<file path="config.mk">
export PLATFORM = sky130hd
export DESIGN_NAME = uart_rx_deser_param
export DESIGN_NICKNAME = d
export VERILOG_FILES = /design/src/rtl/uart_rx_deser_param.sv
export SDC_FILE = /design/constraint.sdc
export NUM_CORES = 1
export LEC_CHECK = 0
export BUFFER_PORTS_ARGS = -buffer_cell sky130_fd_sc_hd__buf_2
export CORE_MARGIN = 2
export CORE_UTILIZATION = 43
export CTS_BUF_LIST = sky130_fd_sc_hd__clkbuf_2 sky130_fd_sc_hd__clkbuf_4 sky130_fd_sc_hd__clkbuf_8
export DETAILED_ROUTE_END_ITERATION = 8
export PLACE_DENSITY = 0.75
export SYNTH_ARGS = -nofsm -noshare
export SYNTH_HDL_FRONTEND = slang
export SYNTH_SLANG_ARGS = --single-unit
</file>
<file path="constraint.sdc">
create_clock -name CLK -period 3.3 [get_ports CLK]
set_clock_uncertainty 0.1 [all_clocks]
set_input_delay 0.165 -clock CLK [delete_from_list [all_inputs] [get_ports CLK]]
set_output_delay 0.165 -clock CLK [all_outputs]
set_load 0.02 [all_outputs]
</file>
<file path="src/rtl/uart_rx_deser_param.sv">
// UART RX deserializer: captures one sampled bit per bit period, assembles a
// runtime-length word in LSB- or MSB-first order and tracks running parity.
module uart_rx_deser_param #(
  parameter int unsigned DATA_W  = 8,
  parameter int unsigned PRESC_W = 6,
  parameter int unsigned LEN_W   = 5
) (
  input  logic               CLK,
  input  logic               RST,
  input  logic               sampled_bit,
  input  logic               deser_en,
  input  logic [PRESC_W-1:0] edge_cnt,
  input  logic [PRESC_W-1:0] Prescale,
  input  logic [LEN_W-1:0]   data_len,
  input  logic               msb_first,
  output logic [DATA_W-1:0]  P_DATA,
  output logic               deser_done,
  output logic               par_calc,
  output logic [LEN_W-1:0]   bit_idx
);

  localparam logic [LEN_W-1:0] LEN_MAX = LEN_W'(DATA_W);
  localparam logic [LEN_W-1:0] LEN_MIN = LEN_W'(5);

  logic [DATA_W-1:0] r_shift;
  logic [DATA_W-1:0] r_p_data;
  logic [LEN_W-1:0]  r_bit_idx;
  logic              r_acc;
  logic              r_full;
  logic              r_done;
  logic              r_par;

  logic [LEN_W-1:0]  w_len_eff;
  logic [LEN_W-1:0]  w_wr_idx;
  logic [DATA_W-1:0] w_shift_nxt;
  logic [DATA_W-1:0] w_mask;
  logic              w_cap;
  logic              w_last;

  // Out-of-range lengths fall back to the full data width
  assign w_len_eff = (data_len < LEN_MIN || data_len > LEN_MAX) ? LEN_MAX : data_len;

  assign w_cap = deser_en & ~r_full & (Prescale >= PRESC_W'(2))
               & (edge_cnt == Prescale - PRESC_W'(1));

  // ">=" rather than "==" so an illegal mid-frame length change still terminates
  assign w_last   = (r_bit_idx >= w_len_eff - LEN_W'(1));
  assign w_wr_idx = msb_first ? (w_len_eff - LEN_W'(1) - r_bit_idx) : r_bit_idx;
  assign w_mask   = ~({DATA_W{1'b1}} << w_len_eff);

  // Out-of-range write indices (only reachable illegally) are dropped
  always_comb begin
    w_shift_nxt = r_shift;
    for (int unsigned i = 0; i < DATA_W; i++) begin
      if (LEN_W'(i) == w_wr_idx) w_shift_nxt[i] = sampled_bit;
    end
  end

  always_ff @(posedge CLK or posedge RST) begin
    if (RST) begin
      r_shift   <= '0;
      r_p_data  <= '0;
      r_bit_idx <= '0;
      r_acc     <= 1'b0;
      r_full    <= 1'b0;
      r_done    <= 1'b0;
      r_par     <= 1'b0;
    end else begin
      r_done <= 1'b0;
      if (w_cap) begin
        r_shift   <= w_shift_nxt;
        r_acc     <= r_acc ^ sampled_bit;
        r_bit_idx <= r_bit_idx + LEN_W'(1);
        if (w_last) begin
          r_p_data <= w_shift_nxt & w_mask;
          r_par    <= r_acc ^ sampled_bit;
          r_done   <= 1'b1;
          r_full   <= 1'b1;
        end
      end else if (!deser_en) begin
        // Frame clear; the published word survives an abort
        r_shift   <= '0;
        r_bit_idx <= '0;
        r_acc     <= 1'b0;
        r_full    <= 1'b0;
      end
    end
  end

  assign P_DATA     = r_p_data;
  assign deser_done = r_done;
  assign par_calc   = r_par;
  assign bit_idx    = r_bit_idx;

endmodule

</file>
## After elaboration in Yosys (flattened, before gate mapping)

Cells that the tools add are included.
W data, S select, Z words.

| word-level totals | value |
|---|---|
| bits in registers | 25 |
| word-level logic and storage cells | 57 |

| operators by class | value |
|---|---|
| add/subtract/negate cells | 4 |
| order comparisons | 4 |
| equal/unequal tests | 10 |
| shift-type cells | 1 |
| mux-type cells | 20 |
| bitwise operators | 7 |
| reduce and logical (&&, ||, !) cells | 4 |

Operators by type and width:

| cell | number |
|---|---|
| $eq A3 B5 Y1 const A | 4 |
| $mux W5 | 4 |
| $mux W8 | 2 |
| $mux W1 | 14 |
| $eq A2 B5 Y1 const A | 2 |
| $and A8 B8 Y8 | 1 |
| $not A8 Y8 | 1 |
| $shl A8 B5 Y8 const A | 1 |
| $eq A6 B6 Y1 | 1 |
| $ge A6 B2 Y1 const B | 1 |
| $sub A6 B1 Y6 const B | 1 |
| $add A5 B1 Y5 const B | 1 |
| $eq A1 B5 Y1 const A | 1 |
| $ge A5 B5 Y1 | 1 |
| $gt A5 B4 Y1 const B | 1 |
| $logic_not A5 Y1 | 1 |
| $lt A5 B3 Y1 const B | 1 |
| $sub A5 B1 Y5 const B | 1 |
| $sub A5 B5 Y5 | 1 |
| $ne A2 B1 Y1 const B | 2 |
| $reduce_and A2 Y1 | 2 |
| $and A1 B1 Y1 | 3 |
| $logic_or A1 B1 Y1 | 1 |
| $not A1 Y1 | 1 |
| $xor A1 B1 Y1 | 1 |

## Logic depth before layout (Yosys ltp)

Gate-level depths: netlist of run 1.

| logic depth | value |
|---|---|
| word-level depth | 9 |
| depth in mapped cells | 13 |

## Worst setup path after synthesis of run 1

Ideal clock, no wire load.

| timing | value |
|---|---|
| path type | input -> register |
| start | input port data_len[3] |
| end | register r_shift[6] |
| data arrival time | 2.643 ns |
| data required time | 3.059 ns |
| path slack | 0.415 ns |
| cell stages on the path | 11 |
| path buffers | 0 |
| cell sequence | nor3b_1 -> nand2_1 -> ha_1 -> inv_1 -> ha_1 -> nor2b_1 -> o2111a_1 -> nor4b_1 -> o211ai_1 -> mux2i_1 -> mux2i_1 |

| on the way | value |
|---|---|
| cells in the longest elaborated chain, start to end | 9 |
| elaborated cells on any way between the ends | 10 |

Ends and longest elaborated chain:

| element | RTL line | source |
|---|---|---|
| start: declaration | 14 | `input logic [LEN_W-1:0] data_len,` |
| $lt A5 B3 Y1 or $gt A5 B4 Y1 (tied branches) | 41 | `assign w_len_eff = (data_len < LEN_MIN \|\| data_len > LEN_MAX) ? LEN_MAX : data_len;` |
| $logic_or A1 B1 Y1 | 41 |  |
| $mux W5 (*) | 41 |  |
| $sub A5 B1 Y5 (*) | 48 | `assign w_wr_idx = msb_first ? (w_len_eff - LEN_W'(1) - r_bit_idx) : r_bit_idx;` |
| $sub A5 B5 Y5 (*) | 48 |  |
| $mux W5 (*) | 48 |  |
| $eq A3 B5 Y1 (*) | 55 | `if (LEN_W'(i) == w_wr_idx) w_shift_nxt[i] = sampled_bit;` |
| $mux W1 (*) | 55 |  |
| $mux W8 (*) | 70 | `if (w_cap) begin` |
| end signal: assignment | 71 | `r_shift <= w_shift_nxt;` |
| end: declaration | 25 | `logic [DATA_W-1:0] r_shift;` |

Mark *: on every way between the ends. The rest lies on a longest branch, timed or not.
A chain may end at the register's enable or synchronous reset.

## Final worst setup path of run 1

| timing | value |
|---|---|
| start | input port data_len[3] |
| end | register r_shift[5] |

The elaborated chain is that of the path after synthesis.

==> results of run 1 <==
## metrics by stage
stage,worst slack (ns),std cells,cell area [µm²]
after CTS,0.313,284,2100
final,0.391,284,2110
after floorplan,0.415,197,1820
after detailed placement,0.0226,280,2050
after global routing,0.133,284,2110
after global placement,0.0855,280,2050
## worst paths after layout
path	from	endpoint	slack [ns]	cells after the start
max	data_len[3]	r_shift[5]	0.39	12
min	RST	r_shift[0]	-0.03	2
max reg2reg	bit_idx[0]	P_DATA[5]	0.71	8
min reg2reg	r_full	r_full	0.38	2
max in group asynchronous	RST	bit_idx[4]	2.55	2
min in group CLK	sampled_bit	r_acc	0.15	3
## flip-flops by register name, indices dropped and copies added (netlist names)
name,flops
P_DATA,8
r_shift,8
bit_idx,5
deser_done,1
par_calc,1
r_acc,1
r_full,1
## critical path: cells and delay by family
kind	cells	cell delay [ns]
AND/OR/NAND/NOR	4	1.12
multiplexers	2	0.40
adder cells (fa/ha/maj)	2	0.60
XOR/XNOR	1	0.13
AO/OA/AOI/OAI	2	0.48
buffers and inverters	1	0.10
## power by group
| group | internal, mW | total, mW | switching (mW) |
|---|---|---|---|
| Sequential | 0.310 | 0.312 | 0.00217 |
| Clock | 0.0859 | 0.192 | 0.106 |
| Combinational | 0.0506 | 0.124 | 0.0734 |
| Total | 0.446 | 0.628 | 0.181 |
## cell families after synthesis
logic type	after synthesis	share of synthesized area, %
adder cells (fa/ha/maj)	10	7.29
AO/OA/AOI/OAI	39	16.5
XOR/XNOR	8	3.85
multiplexers	25	13.9
flip-flops	25	34.4
other	1	0.206
buffers and inverters	22	5.70
AND/OR/NAND/NOR	66	18.2
## cells in the final DEF (no fill, tap or decap), types with 3 or more instances in the layout
cell,count
nand2b_1,5
xnor2_1,4
nand2_1,29
xor2_1,4
nor3b_1,3
and3_1,3
buf_4,4
a21oi_1,3
o21ai_1,7
mux2i_1,23
buf_2,36
dfrtp_1,25
inv_1,15
ha_1,9
o21ai_0,3
nand3_1,4
o211ai_1,8
clkbuf_8,3
nor2_1,8
## layout make-up
type,count,area (µm²),area share (%)
multi-input cells,150,1110,52.5
flip-flops and latches,25,626,29.6
repair buffers,40,210,9.96
well taps,50,62.6,2.96
inverters,15,56.3,2.67
clock buffers,3,41.3,1.96
clock inverters,1,7.51,0.356
## per-layer routing
layer	vias to the layer above	track usage, %	share of wire [%]
met4	0	7.19	2.7
met1	737	21.7	48
li1	779	-	-
met5	-	0	0
met2	32	26.3	46
met3	10	2.63	3.5
## what timing repair did
action	CTS	global route
gates resized for setup	0	2
hold buffers	0	0
setup buffers	0	0
endpoints found under the hold margin	0	0
setup endpoints to repair	0	2
==> impl_metrics.py, run 1 <==
metrics = {
    "setup_path": {
        "critPathCaptureType": "flip-flop",
        "worstPathArrival_ns": 2.98,
        "path_class": "in -> reg",
        "crit_path_top_delay_cell": "or3b_2",
        "crit_path_cell_trace": "buf_2, nor3b_1, nand2_1, ha_1, xnor2_1, ha_1, or3b_2, a31oi_1, nor4b_2, o211ai_1, mux2i_1, mux2i_1",
        "max_stage_delay_ns": 0.46,
        "cp_max_fo": 6,
        "worstPathRequired_ns": 3.37,
        "cp-start-kind": "primary input",
    },
    "clock_tree": {
        "cts_tree": "yes",
        "clk_pin_slew_ns": 0.10,
        "root_buffer": "clkbuf_8",
        "htreeDepth": 1,
        "insertion_delay_ns": 0.27,
        "cts_buffer_depth": 2,
        "numCtsBuffers": 3,
        "cts_sinks": 25,
    },
    "routing": {
        "num_vias": 1558,
        "wl_per_cell_um": 13.3,
        "drtIter0Drc": 69,
        "ant_nets": 0,
        "drt-vias-per-instance": 5.49,
        "route.detailed.drc": 0,
        "drt_first_pass_iters": 4,
        "drt-total-wl_um": 3780,
    },
    "die": {
        "die_area_mm2": 0.00477,
        "fp.coreArea_mm2": 0.00403,
        "io_pins": 37,
        "die_w_um": 69.1,
        "rows": 23,
        "die_y_um": 69.1,
        "start_util_pct": 45.2,
    },
    "global_routing": {
        "grt_max_degree": 26,
        "grt_antenna_before_repair": 0,
        "grt_pass1_wl_um": 6480,
        "grt-ovfl-total": 0,
        "grt.total_usage_pct": 16.3,
        "grt_pass1_vias": 1482,
    },
    "power_and_ir_drop": {
        "power_uw": 628,
        "powerDensity_mw_per_mm2": 297,
        "vdd_ir_drop_max_uv": 180,
        "leakage_nw": 1.02,
    },
    "cells_and_area": {
        "syn_to_final_growth_pct": 15.9,
        "n_antenna_cell": 0,
        "drive_gt1_share_pct": 23.5,
        "fin_util_pct": 52.4,
        "fill_cells": 413,
        "fin_nets": 267,
    },
    "outcome": {
        "failed_checks": "hold timing",
        "outcome": "finished with violations",
    },
    "synth": {
        "ys_types": 47,
        "synth_top_cell_by_area": "dfrtp_1",
        "ys_ff_latch": 25,
        "synth_edf_count": 0,
        "synth_common_cells": "nand2_1 (29), dfrtp_1 (25), mux2i_1 (23)",
        "synthCells": 196,
        "async_flop_share_pct": 100,
        "synth_flop_cell": "dfrtp_1",
        "netlist_area_mm2": 0.00182,
        "synth-warning-count": 0,
        "yosysMostFrequentCell": "nand2_1",
        "yosysSeqAreaShare_pct": 34.4,
        "synth_area_per_cell_um2": 9.29,
        "netlist.area_leader.share_pct": 34.4,
        "synth_area_leaders": "dfrtp_1 (34%), mux2i_1 (13%), ha_1 (6.2%)",
    },
    "sta": {
        "min_period_over_period_pct": 88.1,
        "finalCriticalPeriod_ns": 2.91,
        "fin_setup_tns_ns": 0,
        "holdWs_ns": -0.0263,
        "setup_viol": 0,
        "rsz0062_at_grt": "false",
        "fmax_mhz": 344,
        "tightest_slew_ns": 0.931,
        "drv_slew": 0,
        "relSlewSlack_pct": 37.9,
        "report.final.hold_viol_count": 25,
    },
    "job": {
        "maxCapViolCount": 0,
    },
    "hold_path": {
        "hold_path_class": "in -> async",
    },
    "place": {
        "portBuffers": 36,
        "dpl.hpwl_um": 2930,
        "gp_congestion": 0.858,
    },
}
Note: power is estimated with default switching activity, not from simulation.
==> inputs of run 2 (changes only) <==
GPL_TIMING_DRIVEN = 0   (was unset)
==> impl_metrics.py, run 2 (synthesis gave the netlist of run 1 again) <==
metrics = {
    "outcome": {
        "outcome": "finished with violations",
        "failed_checks": "hold timing",
    },
    "routing": {
        "route.detailed.drc": 0,
        "drt-vias-per-instance": 5.39,
        "wl_per_cell_um": 13.4,
        "drt-total-wl_um": 3830,
        "num_vias": 1541,
        "drt_first_pass_iters": 4,
        "ant_nets": 0,
        "drtIter0Drc": 51,
    },
    "die": {
        "start_util_pct": 45.2,
        "die_area_mm2": 0.00477,
        "die_w_um": 69.1,
        "io_pins": 37,
        "fp.coreArea_mm2": 0.00403,
        "rows": 23,
        "die_y_um": 69.1,
    },
    "place": {
        "dp_slack_ns": -0.162,
        "gp_congestion": 0.794,
        "portBuffers": 35,
        "dpl.hpwl_um": 2920,
        "dp.cells": 282,
    },
    "clock_tree": {
        "htreeDepth": 1,
        "insertion_delay_ns": 0.27,
        "cts_sinks": 25,
        "numCtsBuffers": 3,
        "clk_pin_slew_ns": 0.09,
        "cts_hold_buf": 0,
        "root_buffer": "clkbuf_8",
        "cts_buffer_depth": 2,
        "cts_tree": "yes",
        "cts_setup_buffers": 0,
    },
    "sta": {
        "relSlewSlack_pct": 37.9,
        "report.final.hold_viol_count": 25,
        "drv_slew": 0,
        "fmax_mhz": 324,
        "min_period_over_period_pct": 93.6,
        "finalCriticalPeriod_ns": 3.09,
        "setup_viol": 0,
        "timing.final.ws_setup_ns": 0.210,
        "holdWs_ns": -0.0159,
        "tightest_slew_ns": 0.930,
    },
    "power_and_ir_drop": {
        "vdd_ir_drop_max_uv": 200,
        "powerDensity_mw_per_mm2": 294,
        "leakage_nw": 1.03,
    },
    "global_routing": {
        "grt_antenna_before_repair": 0,
        "grt_pass1_wl_um": 6750,
        "grt_pass1_vias": 1513,
        "grt.total_usage_pct": 17.0,
        "grt-ovfl-total": 0,
        "grt_max_degree": 26,
    },
    "setup_path": {
        "regToRegSetupSlack_ns": 0.49,
        "crit_path_cell_trace": "buf_2, nor3b_1, nand2_1, ha_1, xnor2_1, ha_1, or3b_2, a31oi_1, nor4b_2, o211ai_1, mux2i_1, mux2i_1",
        "max_stage_delay_ns": 0.47,
        "path_class": "in -> reg",
        "cp-start-kind": "primary input",
        "crit_path_top_delay_cell": "or3b_2",
        "reg2reg_to": "r_shift[5]",
        "cp_max_fo": 6,
        "worstReg2RegStart": "bit_idx[0]",
        "worstPathRequired_ns": 3.34,
        "worstPathArrival_ns": 3.13,
        "critPathCaptureType": "flip-flop",
        "reg2reg_depth": 8,
    },
    "cells_and_area": {
        "n_antenna_cell": 0,
        "fin_cells": 286,
        "syn_to_final_growth_pct": 16.6,
        "layout_common_cells": "buf_2 (37), nand2_1 (29), dfrtp_1 (25), mux2i_1 (23), inv_1 (15)",
        "fin_util_pct": 52.7,
        "fin_nets": 269,
        "drive_gt1_share_pct": 23.3,
        "layout_commonest_cell": "buf_2",
    },
    "job": {
        "maxCapViolCount": 0,
    },
    "hold_path": {
        "hold_path_class": "in -> async",
    },
}
==> run 2: power by group <==
group	internal, mW	leakage [nW]	total (mW)	switching [mW]
Combinational	0.0512	0.656	0.125	0.0741
Clock	0.0856	0.0217	0.186	0.101
Sequential	0.310	0.349	0.312	0.00255
Total	0.447	1.03	0.624	0.177
==> run 2: final cells by class <==
cell class | instances | area, µm²
Buffer | 7 | 47.5
Clock buffer | 3 | 41.3
Clock inverter | 1 | 7.51
Fill cell | 384 | 1910
Inverter | 15 | 56.3
Multi-Input combinational cell | 150 | 1110
Sequential cell | 25 | 626
Tap cell | 50 | 62.6
Timing Repair Buffer | 35 | 175
==> run 2: worst max-delay path by stage <==
stage / from / to / slack [ns]
after detailed placement: data_len[3] / r_shift[5] / -0.16
after CTS: data_len[3] / r_shift[5] / 0.12
final: data_len[3] / r_shift[5] / 0.21
after global routing: data_len[3] / r_shift[5] / -0.03
after floorplan: data_len[3] / r_shift[6] / 0.42
after global placement: data_len[3] / r_shift[5] / -0.06
==> run 2: what timing repair did <==
item	in CTS	in global routing
resized for setup	0	2
endpoints found under the setup margin	0	16
hold endpoints to repair	0	0
==> run 2: metrics by stage <==
step	instance area, µm²	setup TNS [ns]	hold WS [ns]	total power [mW]
2_1_floorplan	1820	0	0.0923	0.404
3_3_place_gp	2060	-0.157	0.329	0.439
3_5_place_dp	2060	-0.851	0.340	0.442
4_1_cts	2110	0	0.0412	0.628
5_1_grt	2120	-0.0420	0.0837	0.660
6_report	2120	0	-0.0159	0.624
==> run 2: layer usage <==
| metal | share of wire (%) | GRT usage [%] | wire length [µm] | vias up |
|---|---|---|---|---|
| met5 | 0 | 0 | 0 | - |
| met4 | 1.7 | 6.10 | 67 | 0 |
| met3 | 2.3 | 2.19 | 89 | 8 |
| met2 | 47 | 28.0 | 1810 | 25 |
| met1 | 49 | 23.0 | 1860 | 731 |
| li1 | - | - | - | 777 |
==> run 2: critical path: cells and delay by family <==
kind	cells	cell delay, ns
and+or+nand+nor	4	1.14
buffers and inverters	1	0.09
AOI/OAI and AO/OA	2	0.51
adders and majority gates	2	0.58
muxes	2	0.43
xor gates and xnor gates	1	0.21
